[src/rtl/pipe_pkg.sv]
// Shared definitions for the two-entry skid pipeline stage: FSM state and default widths.
package pipe_pkg;

   typedef enum logic [1:0] {
      EMPTY = 2'd0,
      ONE   = 2'd1,
      TWO   = 2'd2
   } pipe_state_e;

   localparam int PAYLOAD_W_DEF   = 69;
   localparam int CTRL_W_DEF      = 2;
   localparam int STALL_CNT_W_DEF = 16;

   function automatic logic [1:0] occ_of(input pipe_state_e st);
      case (st)
         ONE:     return 2'd1;
         TWO:     return 2'd2;
         default: return 2'd0;
      endcase
   endfunction

endpackage

[src/rtl/sat_counter.sv]
// Up-counter that sticks at all-ones; cleared only by the active-low reset.
module sat_counter #(
   parameter int WIDTH = 16
) (
   input  logic             clock,
   input  logic             reset,
   input  logic             inc,
   output logic [WIDTH-1:0] count
);

   logic [WIDTH-1:0] count_q;

   always_ff @(posedge clock or negedge reset) begin
      if (!reset) begin
         count_q <= '0;
      end else if (inc && (count_q != {WIDTH{1'b1}})) begin
         count_q <= count_q + 1'b1;
      end
   end

   assign count = count_q;

endmodule

[src/rtl/pipe_stage_skid.sv]
// Two-entry (main + skid) valid/ready pipeline stage with registered handshake outputs,
// synchronous flush and a saturating backpressure counter.
module pipe_stage_skid
   import pipe_pkg::*;
#(
   parameter int PAYLOAD_W   = PAYLOAD_W_DEF,
   parameter int CTRL_W      = CTRL_W_DEF,
   parameter int STALL_CNT_W = STALL_CNT_W_DEF
) (
   input  logic                   clock,
   input  logic                   reset,
   input  logic                   flush,
   input  logic                   in_valid,
   output logic                   in_ready,
   input  logic [PAYLOAD_W-1:0]   in_payload,
   input  logic [CTRL_W-1:0]      in_ctrl,
   output logic                   out_valid,
   input  logic                   out_ready,
   output logic [PAYLOAD_W-1:0]   out_payload,
   output logic [CTRL_W-1:0]      out_ctrl,
   output logic [1:0]             occupancy,
   output logic [STALL_CNT_W-1:0] stall_count
);

   pipe_state_e          state_q, state_d;
   logic [PAYLOAD_W-1:0] main_pay_q, main_pay_d;
   logic [CTRL_W-1:0]    main_ctrl_q, main_ctrl_d;
   logic [PAYLOAD_W-1:0] skid_pay_q, skid_pay_d;
   logic [CTRL_W-1:0]    skid_ctrl_q, skid_ctrl_d;
   logic                 out_valid_q;
   logic                 in_ready_q;
   logic [1:0]           occ_q;
   logic                 in_fire;
   logic                 out_fire;

   assign in_fire  = in_valid & in_ready_q;
   assign out_fire = out_valid_q & out_ready;

   always_comb begin
      state_d     = state_q;
      main_pay_d  = main_pay_q;
      main_ctrl_d = main_ctrl_q;
      skid_pay_d  = skid_pay_q;
      skid_ctrl_d = skid_ctrl_q;
      if (flush) begin
         // Flush wins: any entry arriving this cycle is dropped with the rest.
         state_d = EMPTY;
      end else begin
         case (state_q)
            EMPTY: begin
               if (in_fire) begin
                  main_pay_d  = in_payload;
                  main_ctrl_d = in_ctrl;
                  state_d     = ONE;
               end
            end
            ONE: begin
               if (in_fire && out_fire) begin
                  main_pay_d  = in_payload;
                  main_ctrl_d = in_ctrl;
               end else if (in_fire) begin
                  skid_pay_d  = in_payload;
                  skid_ctrl_d = in_ctrl;
                  state_d     = TWO;
               end else if (out_fire) begin
                  state_d = EMPTY;
               end
            end
            TWO: begin
               if (out_fire) begin
                  main_pay_d  = skid_pay_q;
                  main_ctrl_d = skid_ctrl_q;
                  state_d     = ONE;
               end
            end
            default: state_d = EMPTY;
         endcase
      end
   end

   // Handshake outputs are registered from the next state so no input reaches them combinationally.
   always_ff @(posedge clock or negedge reset) begin
      if (!reset) begin
         state_q     <= EMPTY;
         main_pay_q  <= '0;
         main_ctrl_q <= '0;
         skid_pay_q  <= '0;
         skid_ctrl_q <= '0;
         out_valid_q <= 1'b0;
         in_ready_q  <= 1'b1;
         occ_q       <= 2'd0;
      end else begin
         state_q     <= state_d;
         main_pay_q  <= main_pay_d;
         main_ctrl_q <= main_ctrl_d;
         skid_pay_q  <= skid_pay_d;
         skid_ctrl_q <= skid_ctrl_d;
         out_valid_q <= (state_d != EMPTY);
         in_ready_q  <= (state_d != TWO);
         occ_q       <= occ_of(state_d);
      end
   end

   assign out_valid   = out_valid_q;
   assign in_ready    = in_ready_q;
   assign occupancy   = occ_q;
   assign out_payload = main_pay_q;
   assign out_ctrl    = out_valid_q ? main_ctrl_q : '0;

   sat_counter #(
      .WIDTH (STALL_CNT_W)
   ) u_stall_cnt (
      .clock (clock),
      .reset (reset),
      .inc   (out_valid_q & ~out_ready),
      .count (stall_count)
   );

endmodule

[config.mk]
export PLATFORM = sky130hd
export DESIGN_NAME = pipe_stage_skid
export DESIGN_NICKNAME = d
export VERILOG_FILES = /design/src/rtl/pipe_pkg.sv /design/src/rtl/sat_counter.sv /design/src/rtl/pipe_stage_skid.sv
export SDC_FILE = /design/constraint.sdc
export NUM_CORES = 1
export LEC_CHECK = 0
export ABC_AREA = 1
export ABC_CLOCK_PERIOD_IN_PS = 1930
export BUFFER_PORTS_ARGS = -buffer_cell sky130_fd_sc_hd__clkbuf_2
export CAP_MARGIN = 40
export CORE_MARGIN = 2
export CORE_UTILIZATION = 50
export DETAILED_ROUTE_END_ITERATION = 12
export PLACE_DENSITY = 0.71
export SETUP_SLACK_MARGIN = 0.05
export SYNTH_ARGS = -nofsm -noshare
export SYNTH_HDL_FRONTEND = slang
export SYNTH_SLANG_ARGS = --single-unit
[constraint.sdc]
create_clock -name clock -period 1.93 [get_ports clock]
set_input_delay 0.386 -clock clock [delete_from_list [all_inputs] [get_ports clock]]
set_output_delay 0.386 -clock clock [all_outputs]
set_load 0.005 [all_outputs]
; Yosys cells after proc, flatten, opt, wreduce, memory -nomap -nowiden
; Cells that the tools add are included.
[word_totals]
regBits = 164
in_bits = 76
[classes]
addsub = 1
eq_ne = 9
muxes = 17
bitwise_logic = 6
n_reduce_logical = 7
[ops]
columns = operator, count
row1 = 2-to-1 mux 69 bit, 3
row2 = one-hot mux 69 bit (3 select lines), 1
row3 = 2-to-1 mux 2 bit, 10
row4 = "adder 16 x 1 -> 16 bit, second input constant", 1
row5 = "inequality test 16 bit, second input constant", 1
row6 = one-hot mux 2 bit (3 select lines), 2
row7 = "inequality test 2 bit, second input constant", 4
row8 = AND reduction 5 bit, 1
row9 = "== test 2 x 1 -> 1 bit, second input constant", 2
row10 = "== test 2 bit, second input constant", 2
row11 = one-hot mux 2 bit (2 select lines), 1
row12 = AND reduction 4 bit, 1
row13 = AND 1 bit, 3
row14 = NOT 1 bit, 3
row15 = nonzero test 3 bit, 1
row16 = logical AND 1 bit, 2
row17 = zero test 2 bit, 1
row18 = nonzero test 2 bit, 1

; Depth between registers and ports, before layout
[depth]
depth_word = 8
ltp_mapped = 9
ltp_nobuf = 8

; Hierarchy
; From an unflattened synthesis, not the netlist that was laid out.
[unflattened]
cells_unflattened = 1069
area_unflattened_um2 = 8239.2
[by_module_without_submodules]
columns = module, instances, cells_per_inst, area_per_inst_um2
row1 = pipe_stage_skid, 1, 920, 7180.6
row2 = sat_counter, 1, 149, 1058.5

; Least setup slack after synthesis
; Ideal clock, no wire load.
[synth_path]
path_kind = reg-to-reg
start = register u_stall_cnt.count_q[0] (netlist: u_stall_cnt.count[0])
end = register u_stall_cnt.count_q[0] (netlist: u_stall_cnt.count[0])
t_arrival_ns = 1.467
required_ns = 1.865
slack_ns = 0.398
path_stages_with_launch = 9
path_buffers = 1
period_less_slack_ns = 1.532
cell_sequence = dfrtp_1 ha_1 nand3_1 nor2_4 nand2_2 nand2_4 buf_6 nand2_1 nand2_1
[synth_between]
elab_chain_cells = 2
word_cells_on_any_way = 3
[synth_rtl]
columns = item, line_no
row1 = from (decl), sat_counter.sv:11  ; logic [WIDTH-1:0] count_q;
row2 = from (signal assigned), sat_counter.sv:17  ; count_q <= count_q + 1'b1;
row3 = "parallel branches: the longest is 2 deep, another holds adder 16 x 1 -> 16 bit", --
; Several ways; the timed one is not identified.
; A chain may end at the register's enable or synchronous reset.

; Worst setup path after layout
[layout_path]
start = register in_ready_q (netlist: in_ready)
end = register skid_pay_q[53]
[layout_between]
elab_chain_cells = 4
[layout_rtl]
columns = item, line_no
row1 = from (decl), pipe_stage_skid.sv:31  ; logic in_ready_q;
row2 = from (signal assigned), pipe_stage_skid.sv:99  ; in_ready_q <= (state_d != TWO);
row3 = AND 1 bit *, pipe_stage_skid.sv:36  ; assign in_fire = in_valid & in_ready_q;
row4 = logical AND 1 bit, pipe_stage_skid.sv:58  ; if (in_fire && out_fire) begin
row5 = NOT 1 bit (no line), --
row6 = AND reduction 4 bit (no line) *, --
row7 = to (signal assigned), pipe_stage_skid.sv:96  ; skid_pay_q <= skid_pay_d;
row8 = to (decl), pipe_stage_skid.sv:28  ; logic [PAYLOAD_W-1:0] skid_pay_q, skid_pay_d;
; Mark *: on every way between the ends. The rest lies on a longest branch, timed or not.

==> out/metrics.cfg <==
[run_status]
outcome = finished, final reports clean

[clock_network]
cts-root-buf = clkbuf_16
clk_latency_ns = 0.42
cts.sinks = 164
clock_path_buffers = 2
tritoncts = done
htree_levels = 4
post_cts_resized = 0
cts_buffers = 17
clk_pin_slew_ns = 0.06
cts_setup_buffers = 0

[route]
vias = 6509
route.detailed.drc = 0
wl_per_cell_um = 13.5
postRouteAntennaNets = 0
drt-initial-drc-count = 374
drt-total-wl_mm = 17.6
vias_per_cell = 5.02
first_pass_iters = 5

[synth]
ys_seq_area_frac = 0.544
syn-instance-count = 951
syn-num-nets = 1028
synth_seq_cells = 164
yosys.area_share.adder = 0.00166
yosys.area.top_type_share = 0.541
synthTopCellsByArea = dfrtp_1, nand2_1, o21ai_0
synth-compound-area-share = 0.147
synth_top_family_by_area = simple AND/OR/NAND/NOR gates
synth.area.mux_share = 0
synth_simple_gate_area_frac = 0.217
avgSynthCellArea_um2 = 7.93
yosys.area_share.xor_xnor = 0.00697
synth.distinct_cells = 26
ys.warnings.count = 0
synthesis.area_mm2 = 0.00754
yosys.area.top_type = dfrtp_1

[layout]
fillers = 1366
synthToLayoutAreaGrowth_pct = 22.0
instances_no_fill = 1297
final_nets = 1178
mostFrequentLayoutCells = nand2_1, clkbuf_2, dfrtp_1, o21ai_0, nor2_1
layout-drive-gt1-share = 0.200
final_common_cell = nand2_1
fin_util = 0.628
antenna_cells = 0

[timing]
rsz0062_at_grt = no
setup_ws_ns = 0.204
finalSetupTns_ns = 0
fmax_ghz = 0.579
timing.final.crit_share = 0.894
slew_violations = 0
setup_viol = 0
final-hold-violation-count = 0
slew-limit-headroom = 0.648
tightest_slew_ns = 0.528
finalCriticalPeriod_ns = 1.73
hold-worst-slack_ns = 0.209
finClkSkew_ns = 0.00707

[floorplan]
dieHeight_um = 127
fp.dieW_um = 127
core-area_mm2 = 0.0146
start_util = 0.515
rows = 44
pin_count = 167
dieArea_mm2 = 0.0161

[worst_setup_path]
reg2reg_from = in_ready
ff2ff_setup_slack_ns = 0.20
reg2reg_to = skid_pay_q[53]
crit_required_ns = 2.22
cp-start-kind = flop
criticalPathCategory = flop to flop
rr_worst_depth = 6
critPathArrivalTime_ns = 2.02
cp_max_fo = 20
cp-end-kind = flop

[power]
leakagePower_nw = 4.93
vdd_drop_max_mv = 0.739
power.density_mw_per_mm2 = 1310

[worst_hold_path]
holdCritPathClass = input port to flop
min_to = skid_pay_q[17]
hold_depth = 3
worstHoldStart = in_payload[17]

[place]
dpl.hpwl_mm = 11.5
pre_cts_ws_ns = 0.214
io_buffers = 166
dp.cells = 1265
gp_congestion = 0.788

[global_routing]
grt-ovfl-total = 0
antenna_found_initial = 0
grt_max_degree = 63
grt_pass1_wl_mm = 29.4
grt.total_usage = 0.229
grt_pass1_vias = 6017

[job]
drv_cap = 0

kinds of logic after synthesis:
kind of cell	after synthesis
flops	164
fa+ha+maj	1
compound gates	219
simple gates	411
xor+xnor	6
buf+inv	150
where the power goes:
| group | switching, mW | internal, mW | leakage, nW | total, mW |
|---|---|---|---|---|
| registers | 0.698 | 4.83 | 1.98 | 5.53 |
| logic | 1.77 | 1.26 | 2.64 | 3.03 |
| clock network | 1.30 | 2.21 | 0.305 | 3.51 |
| total | 3.77 | 8.30 | 4.93 | 12.1 |
synth_stat cells:
cell	n
nand2_1	280
dfrtp_1	163
o21ai_0	131
nor2_1	103
inv_1	97
a21oi_1	84
clkbuf_1	27
buf_2	15
nand3_1	12
nand4_1	9
xnor2_1	6
buf_6	5
buf_1	3
nor2_4	3
buf_4	2
a21boi_2	1
a21oi_2	1
dfstp_2	1
ha_1	1
inv_2	1
nand2_2	1
nand2_4	1
nand3_2	1
nand4_4	1
o21ai_1	1
o22ai_1	1
critical path, cell delays in order, from the launching register on:
cell and delay [ns]:
dfstp_2 0.52, nand2_1 0.09, nor2_1 0.23, nand3_4 0.26, buf_4 0.29, nor2_1 0.14, a21oi_1 0.06
how the worst max path moves through the flow:
| stage | startpoint | to | slack (ns) | cells after the start |
|---|---|---|---|---|
| after floorplan | u_stall_cnt.count[0] | u_stall_cnt.count[0] | 0.40 | 8 |
| after global placement | out_ready | out_payload[11] | 0.23 | 7 |
| after detailed placement | out_ready | main_ctrl_q[1] | 0.21 | 7 |
| after CTS | in_ready | skid_pay_q[53] | 0.19 | 6 |
| after global routing | out_valid | out_payload[58] | 0.07 | 6 |
| final | in_ready | skid_pay_q[53] | 0.20 | 6 |
layout make-up:
type | instances | area (um2) | share of cell area
flip-flops and latches | 164 | 4110 | 0.446
multi-input cells | 637 | 2820 | 0.307
repair buffers | 183 | 1050 | 0.115
clock buffers | 20 | 457 | 0.0497
inverters | 98 | 368 | 0.0400
well taps | 184 | 230 | 0.0250
clock inverters | 11 | 158 | 0.0171
flip-flops by register name, summed over array words and instances, names as in the netlist:
signal,count
skid_pay_q,69
u_stall_cnt.count,16
skid_ctrl_q,2
out_valid,1
in_ready,1
out_payload,69
state_q,2
main_ctrl_q,2
occupancy,2
stage by stage:
step                total power [mW]  cell area [um2]
global route                    13.0             9200
global placement                8.50             8570
floorplan                       7.20             7540
CTS                             12.2             9200
detailed placement              8.63             8570
finish                          12.1             9200
routing by layer:
| metal | global-route usage | vias up | part of all wire |
|---|---|---|---|
| li1 | - | 3286 | - |
| met1 | 0.315 | 3029 | 0.46 |
| met2 | 0.357 | 178 | 0.47 |
| met3 | 0.0679 | 16 | 0.061 |
| met4 | 0.0608 | 0 | 0.011 |
| met5 | 0 | - | 0 |
what timing repair did:
item	CTS	global route
endpoints found under the hold margin	38	0
hold buffers	1	0
setup endpoints to repair	0	0
Power figures use the tool's default switching activity.
